===== src/rtl/mips_pkg.sv =====
// Shared MIPS datapath constants and the write-back queue entry type.
package mips_pkg;
  localparam int ADDR_W = 5;
  localparam int DATA_W = 32;
  localparam logic [ADDR_W-1:0] REG_ZERO = 5'd0;

  typedef struct packed {
    logic              valid;
    logic [ADDR_W-1:0] addr;
    logic [DATA_W-1:0] data;
  } wb_entry_t;
endpackage


===== src/rtl/writeback_buffer_if.sv =====
// Write-back request, RF write port and forwarding lookup bundle for writeback_buffer.
interface writeback_buffer_if #(
  parameter int DEPTH  = 4,
  parameter int DATA_W = mips_pkg::DATA_W,
  parameter int ADDR_W = mips_pkg::ADDR_W
);
  logic              in_valid;
  logic              in_ready;
  logic [ADDR_W-1:0] in_addr;
  logic [DATA_W-1:0] in_data;
  logic              rf_hold;
  logic              rf_we;
  logic [ADDR_W-1:0] rf_addr;
  logic [DATA_W-1:0] rf_data;
  logic [ADDR_W-1:0] fwd_addr1;
  logic [ADDR_W-1:0] fwd_addr2;
  logic              fwd_hit1;
  logic              fwd_hit2;
  logic [DATA_W-1:0] fwd_data1;
  logic [DATA_W-1:0] fwd_data2;
  logic [$clog2(DEPTH):0] count;

  modport master (
    output in_valid, in_addr, in_data, rf_hold, fwd_addr1, fwd_addr2,
    input  in_ready, rf_we, rf_addr, rf_data, fwd_hit1, fwd_hit2, fwd_data1, fwd_data2, count
  );

  modport slave (
    input  in_valid, in_addr, in_data, rf_hold, fwd_addr1, fwd_addr2,
    output in_ready, rf_we, rf_addr, rf_data, fwd_hit1, fwd_hit2, fwd_data1, fwd_data2, count
  );
endinterface


===== src/rtl/writeback_buffer_fwd_match.sv =====
// Youngest-match lookup of one read operand against the pending write-back entries.
// Only built when WB_FORWARD_EN is defined.
`ifdef WB_FORWARD_EN
module wb_fwd_match
  import mips_pkg::*;
#(
  parameter int DEPTH = 4
) (
  input  wb_entry_t [DEPTH-1:0]         entries,
  input  logic [$clog2(DEPTH)-1:0]      wr_ptr,
  input  logic [ADDR_W-1:0]             addr,
  output logic                          hit,
  output logic [DATA_W-1:0]             data
);
  localparam int PTR_W = $clog2(DEPTH);

  logic [PTR_W-1:0] idx;

  // Slot wr_ptr is the oldest, wr_ptr-1 the youngest; scanning upward lets the last match win.
  always_comb begin
    hit  = 1'b0;
    data = '0;
    idx  = '0;
    for (int i = 0; i < DEPTH; i++) begin
      idx = wr_ptr + PTR_W'(i);
      if (entries[idx].valid && entries[idx].addr == addr && addr != REG_ZERO) begin
        hit  = 1'b1;
        data = entries[idx].data;
      end
    end
  end
endmodule
`endif


===== src/rtl/writeback_buffer.sv =====
// FIFO of RF write-backs drained one per cycle onto the single RF write port; drops writes to $0.
// Define WB_FORWARD_EN to forward pending data to the two ID-stage read operands.
module writeback_buffer
  import mips_pkg::wb_entry_t, mips_pkg::REG_ZERO;
#(
  parameter int DEPTH  = 4,
  parameter int DATA_W = mips_pkg::DATA_W,
  parameter int ADDR_W = mips_pkg::ADDR_W
) (
  input logic              clk,
  input logic              rst,
  writeback_buffer_if.slave wb
);
  localparam int PTR_W = $clog2(DEPTH);
  localparam int CNT_W = PTR_W + 1;
  localparam int NUM_LK = 2;

  wb_entry_t [DEPTH-1:0] entries;
  logic [PTR_W-1:0]      wr_ptr, rd_ptr;
  logic [CNT_W-1:0]      count;
  logic                  full, accept, keep, drain;
  wb_entry_t             head;

  assign full   = (count == CNT_W'(DEPTH));
  assign accept = wb.in_valid && !full;
  assign keep   = accept && (wb.in_addr != REG_ZERO);
  assign drain  = (count != '0) && !wb.rf_hold;
  assign head   = entries[rd_ptr];

  assign wb.in_ready = !full;
  assign wb.rf_we    = drain;
  assign wb.rf_addr  = (count != '0) ? head.addr : '0;
  assign wb.rf_data  = (count != '0) ? head.data : '0;
  assign wb.count    = count;

  // Full and empty never coincide, so a same-cycle write and drain always touch different slots.
  always_ff @(posedge clk or posedge rst) begin
    if (rst) begin
      entries <= '0;
      wr_ptr  <= '0;
      rd_ptr  <= '0;
      count   <= '0;
    end else begin
      if (drain) begin
        entries[rd_ptr].valid <= 1'b0;
        rd_ptr                <= rd_ptr + 1'b1;
      end
      if (keep) begin
        entries[wr_ptr] <= '{valid: 1'b1, addr: wb.in_addr, data: wb.in_data};
        wr_ptr          <= wr_ptr + 1'b1;
      end
      unique case ({keep, drain})
        2'b10:   count <= count + 1'b1;
        2'b01:   count <= count - 1'b1;
        default: ;
      endcase
    end
  end

`ifdef WB_FORWARD_EN
  logic [NUM_LK-1:0][ADDR_W-1:0] lk_addr;
  logic [NUM_LK-1:0]             lk_hit;
  logic [NUM_LK-1:0][DATA_W-1:0] lk_data;

  assign lk_addr = {wb.fwd_addr2, wb.fwd_addr1};

  for (genvar p = 0; p < NUM_LK; p++) begin : g_lk
    wb_fwd_match #(.DEPTH(DEPTH)) u_match (
      .entries (entries),
      .wr_ptr  (wr_ptr),
      .addr    (lk_addr[p]),
      .hit     (lk_hit[p]),
      .data    (lk_data[p])
    );
  end

  assign wb.fwd_hit1  = lk_hit[0];
  assign wb.fwd_hit2  = lk_hit[1];
  assign wb.fwd_data1 = lk_data[0];
  assign wb.fwd_data2 = lk_data[1];
`else
  assign wb.fwd_hit1  = 1'b0;
  assign wb.fwd_hit2  = 1'b0;
  assign wb.fwd_data1 = '0;
  assign wb.fwd_data2 = '0;
`endif
endmodule

===== src/flat_wrapper.sv =====
// flat-port wrapper written by rule: the top's interface ports become plain ports
module writeback_buffer_flat import mips_pkg::wb_entry_t, mips_pkg::REG_ZERO;
#(
  parameter int DEPTH  = 4,
  parameter int DATA_W = mips_pkg::DATA_W,
  parameter int ADDR_W = mips_pkg::ADDR_W
)
  (clk, rst, wb_in_valid, wb_in_addr, wb_in_data, wb_rf_hold, wb_fwd_addr1, wb_fwd_addr2, wb_in_ready, wb_rf_we, wb_rf_addr, wb_rf_data, wb_fwd_hit1, wb_fwd_hit2, wb_fwd_data1, wb_fwd_data2, wb_count);
  writeback_buffer_if #(.DEPTH(DEPTH), .DATA_W(DATA_W), .ADDR_W(ADDR_W)) wb_i ();
  input logic clk;
  input logic rst;
  input wire logic [$bits(wb_i.in_valid)-1:0] wb_in_valid;
  input wire logic [$bits(wb_i.in_addr)-1:0] wb_in_addr;
  input wire logic [$bits(wb_i.in_data)-1:0] wb_in_data;
  input wire logic [$bits(wb_i.rf_hold)-1:0] wb_rf_hold;
  input wire logic [$bits(wb_i.fwd_addr1)-1:0] wb_fwd_addr1;
  input wire logic [$bits(wb_i.fwd_addr2)-1:0] wb_fwd_addr2;
  output wire logic [$bits(wb_i.in_ready)-1:0] wb_in_ready;
  output wire logic [$bits(wb_i.rf_we)-1:0] wb_rf_we;
  output wire logic [$bits(wb_i.rf_addr)-1:0] wb_rf_addr;
  output wire logic [$bits(wb_i.rf_data)-1:0] wb_rf_data;
  output wire logic [$bits(wb_i.fwd_hit1)-1:0] wb_fwd_hit1;
  output wire logic [$bits(wb_i.fwd_hit2)-1:0] wb_fwd_hit2;
  output wire logic [$bits(wb_i.fwd_data1)-1:0] wb_fwd_data1;
  output wire logic [$bits(wb_i.fwd_data2)-1:0] wb_fwd_data2;
  output wire logic [$bits(wb_i.count)-1:0] wb_count;
  assign wb_i.in_valid = wb_in_valid;
  assign wb_i.in_addr = wb_in_addr;
  assign wb_i.in_data = wb_in_data;
  assign wb_i.rf_hold = wb_rf_hold;
  assign wb_i.fwd_addr1 = wb_fwd_addr1;
  assign wb_i.fwd_addr2 = wb_fwd_addr2;
  assign wb_in_ready = wb_i.in_ready;
  assign wb_rf_we = wb_i.rf_we;
  assign wb_rf_addr = wb_i.rf_addr;
  assign wb_rf_data = wb_i.rf_data;
  assign wb_fwd_hit1 = wb_i.fwd_hit1;
  assign wb_fwd_hit2 = wb_i.fwd_hit2;
  assign wb_fwd_data1 = wb_i.fwd_data1;
  assign wb_fwd_data2 = wb_i.fwd_data2;
  assign wb_count = wb_i.count;
  writeback_buffer #(.DEPTH(DEPTH), .DATA_W(DATA_W), .ADDR_W(ADDR_W)) u_core (.clk(clk), .rst(rst), .wb(wb_i));
endmodule

===== config.mk =====
export PLATFORM = sky130hd
export DESIGN_NAME = writeback_buffer_flat
export DESIGN_NICKNAME = d
export VERILOG_FILES = /design/src/rtl/mips_pkg.sv /design/src/rtl/writeback_buffer_if.sv /design/src/rtl/writeback_buffer_fwd_match.sv /design/src/rtl/writeback_buffer.sv /design/src/flat_wrapper.sv
export SDC_FILE = /design/constraint.sdc
export NUM_CORES = 1
export LEC_CHECK = 0
export ABC_AREA = 1
export CORE_UTILIZATION = 50
export CTS_CLUSTER_DIAMETER = 80
export DETAILED_ROUTE_END_ITERATION = 8
export PLACE_DENSITY = 0.75
export SLEW_MARGIN = 20
export SYNTH_ARGS = -nofsm -noshare
export SYNTH_HDL_FRONTEND = slang
export SYNTH_SLANG_ARGS = --single-unit

===== constraint.sdc =====
create_clock -name clk -period 7.5 [get_ports clk]
set_input_delay 1.5 -clock clk [delete_from_list [all_inputs] [get_ports clk]]
set_output_delay 1.5 -clock clk [all_outputs]
set_load 0.05 [all_outputs]

==> results.yml <==
routing:
  viasPerCell: 5.59
  wl_met1_um: 9670
  maxUsedRoutingLayer: "met4"
  routed_wirelength_um: 22000
  drt_pre_antenna_iters: 5
  wire_per_inst_um: 16.7
  detail-route-antenna-nets: 0
  wl_met2_um: 10300
  drt_iter0_markers: 947
  drc_errors: 0
  wl_met3_um: 1630
  num_vias: 7340
layout:
  drive_above_1_share_pct: 4.47
  fin_area_um2: 9370
  area_delta_synth_final_pct: 13.3
  n_antenna_cell: 0
  final_nets: 1145
job:
  cap_violations: 0
grt:
  grt_overflow_total: 0
  grt_use_total_pct: 27.5
  antenna_found_initial: 0
  grt_pass1_vias: 6901
  grt_max_degree: 114
  grt_pass1_wl_um: 35700
logic_synthesis:
  synthTopCellsByCount: "nand2_1 (307), dfrtp_1 (155), nor2_1 (151)"
  synthAdderAreaFrac_pct: 0.998
  synth_async_sr_flop_share_pct: 100
  ys_seq_area_share_pct: 46.9
  synth_top_family_by_area: "simple AND/OR/NAND/NOR gates"
  synth_simple_gate_area_share_pct: 33.2
  synth_area_leaders: "dfrtp_1 (47%), nand2_1 (14%), nand4_1 (11%), nor2_1 (6.9%), buf_4 (6.3%)"
  ys_ff_latch: 155
  synth.avg_cell_area_um2: 7.78
  synthXorXnorAreaFrac_pct: 0.318
  synth_flop_cell: "dfrtp_1"
  yosysMostFrequentCell: "nand2_1"
  synth_edf_count: 0
  synth.area.mux_share_pct: 0
  yosys_warnings: 0
  syn_area_um2: 8270
  synth_compound_area_share_pct: 7.00
  syn_inst: 1063
  synth_cell_types: 22
  synth_top_area_cell: "dfrtp_1"
  synth_top_area_share_pct: 46.9
worst_setup_path:
  cp_num_buf_inv: 4
  path_common_cell: "buf_4"
  path_class: "register to output port"
  crit_chain: "buf_4, clkinv_1, buf_4, nor2_1, o21ai_0, a21oi_1, clkdlybuf4s50_1"
  cp.required_ns: 6.00
  crit_path_max_incr_delay_ns: 0.87
  arrival_ns: 3.93
  crit_path_start_kind: "register"
  crit_fanout: 39
  end_kind: "output port"
  critPathTopFamily: "buffers and inverters"
  slowest_stage: "clkdlybuf4s50_1"
timing:
  slew_viol_final: 0
  final_hold_viol_count: 0
  skew_ns: 0.00543
  min_period_ns: 5.43
  rsz0062_at_grt: "false"
  max_freq_mhz: 184
  slew_headroom_pct: 32.1
  setup_tns_ns: 0
  setup_viol: 0
  worst_pin_slew_ns: 1.02
  finalCritPeriodShare_pct: 72.4
floorplan:
  core_area_um2: 16000
  rows: 46
  die_x_um: 131
  boundaryPins: 159
  start_util_pct: 51.7
  die_area_um2: 17100
  dieHeight_um: 131
power_and_ir_drop:
  p_leak_uw: 0.00463
  p_comb_share_pct: 56.0
  pwr-share-seq_pct: 28.4
  peakVddDrop_mv: 0.352
  p_clk_share_pct: 15.7
  switching_share_pct: 49.8
  power_density_nw_per_um2: 534
  power_switching_uw: 2490
  internal_power_uw: 2510
placement:
  place.gp.congestion: 0.732
  port_buffers: 82
  dpl.hpwl_um: 11300
  placed_area_um2: 8810
clock_network:
  cts-buffers-inserted: 17
  clock_latency_ns: 0.42
  ctsHtreeMaxLevel: 4
  cts_tree: "yes"
  cts_buffer_depth: 2
  ctsResizeCount: 0
  post_cts_buffers: 0
  root_buffer: "clkbuf_16"
  clkSlewWorstSetupHoldPaths_ns: 0.06
  holdBufCountCts: 0
  cts.sinks: 155
status:
  status: "finished clean"
min_path:
  hold_path.class: "register to register"
## stage by stage
stage | setup slack, ns | power [uW] | hold WS [ns] | std cells | util, %
after floorplan | 1.82 | 3420 | 0.437 | 1128 | -
after global placement | 2.63 | 4140 | 0.448 | 1284 | 55.1
after detailed placement | 2.63 | 4190 | 0.453 | 1284 | 55.1
after CTS | 2.17 | 4990 | 0.467 | 1312 | 58.4
after global routing | 1.93 | 5340 | 0.479 | 1313 | 58.5
final | 2.07 | 5010 | 0.463 | 1313 | 58.5
## layout by cell type (no fill, tap or decap)
cell type and count:
nand2_1 307, dfrtp_1 154, clkdlybuf4s50_1 82, nand4_1 148, clkbuf_8 6, clkbuf_16 17
xnor2_1 1, clkinv_1 1, nand3_4 4, ha_1 5, o21ai_0 76, inv_2 1
buf_4 13, dfrtp_2 1, nor2_1 151, nand3_1 3, clkinv_2 3, a21oi_4 1
inv_1 9, xor2_1 2, or2_2 1, a21oi_1 38, conb_1 66, nand3b_1 1
inv_6 1, buf_16 1, clkbuf_1 3, fa_1 1
## power groups by stage
stage	clock network, uW	registers (uW)	logic [uW]
global placement	0	1410	2740
floorplan	0	1410	2020
detailed placement	0	1420	2770
global route	822	1460	3050
finish	785	1420	2800
CTS	787	1410	2790
## routing by layer
layer	vias to the layer above	global-route usage, %
li1	3456	-
met1	3525	37.9
met2	331	43.8
met3	28	5.42
met4	0	9.20
met5	-	0
## cell type report
cell class / count / area (um2)
Clock buffer: 26 / 519
Clock inverter: 2 / 10.0
Fill cell: 1493 / 6630
Inverter: 13 / 55.1
Multi-Input combinational cell: 805 / 3690
Sequential cell: 155 / 3880
Tap cell: 216 / 270
Timing Repair Buffer: 96 / 946
## worst register-to-register path: stages (launching register included)
cell and delay [ns]:
dfrtp_1 0.41, inv_1 0.12, ha_1 0.84, buf_4 0.43, nand3_4 0.50, nand2_1 0.23, nand2_1 0.07
## path summary, 6_finish.rpt
kind                                      from                   to  slack, ns  cells after the start
min in group asynchronous                  rst   u_core.entries[62]       1.57                      2
hold reg to reg            u_core.entries[138]  u_core.entries[138]       0.46                      2
setup reg to reg              u_core.wr_ptr[0]   u_core.entries[10]       4.78                      6
max in group asynchronous                  rst   u_core.entries[80]       4.48                      3
hold / removal             u_core.entries[138]  u_core.entries[138]       0.46                      2
setup / recovery              u_core.rd_ptr[1]        wb_rf_addr[4]       2.07                      7
## state kept, by name, indices dropped and copies added, names as in the netlist
name and count:
u_core.wb.count 3, u_core.wr_ptr 2, u_core.entries 148, u_core.rd_ptr 2
## logic make-up after synthesis
logic type	count (synthesis)
adder cells (fa/ha/maj)	6
other	1
AO/OA/AOI/OAI	115
buffers and inverters	168
XOR/XNOR	3
AND/OR/NAND/NOR	615
flip-flops	155
No activity file was read; power rests on OpenSTA's default activity.
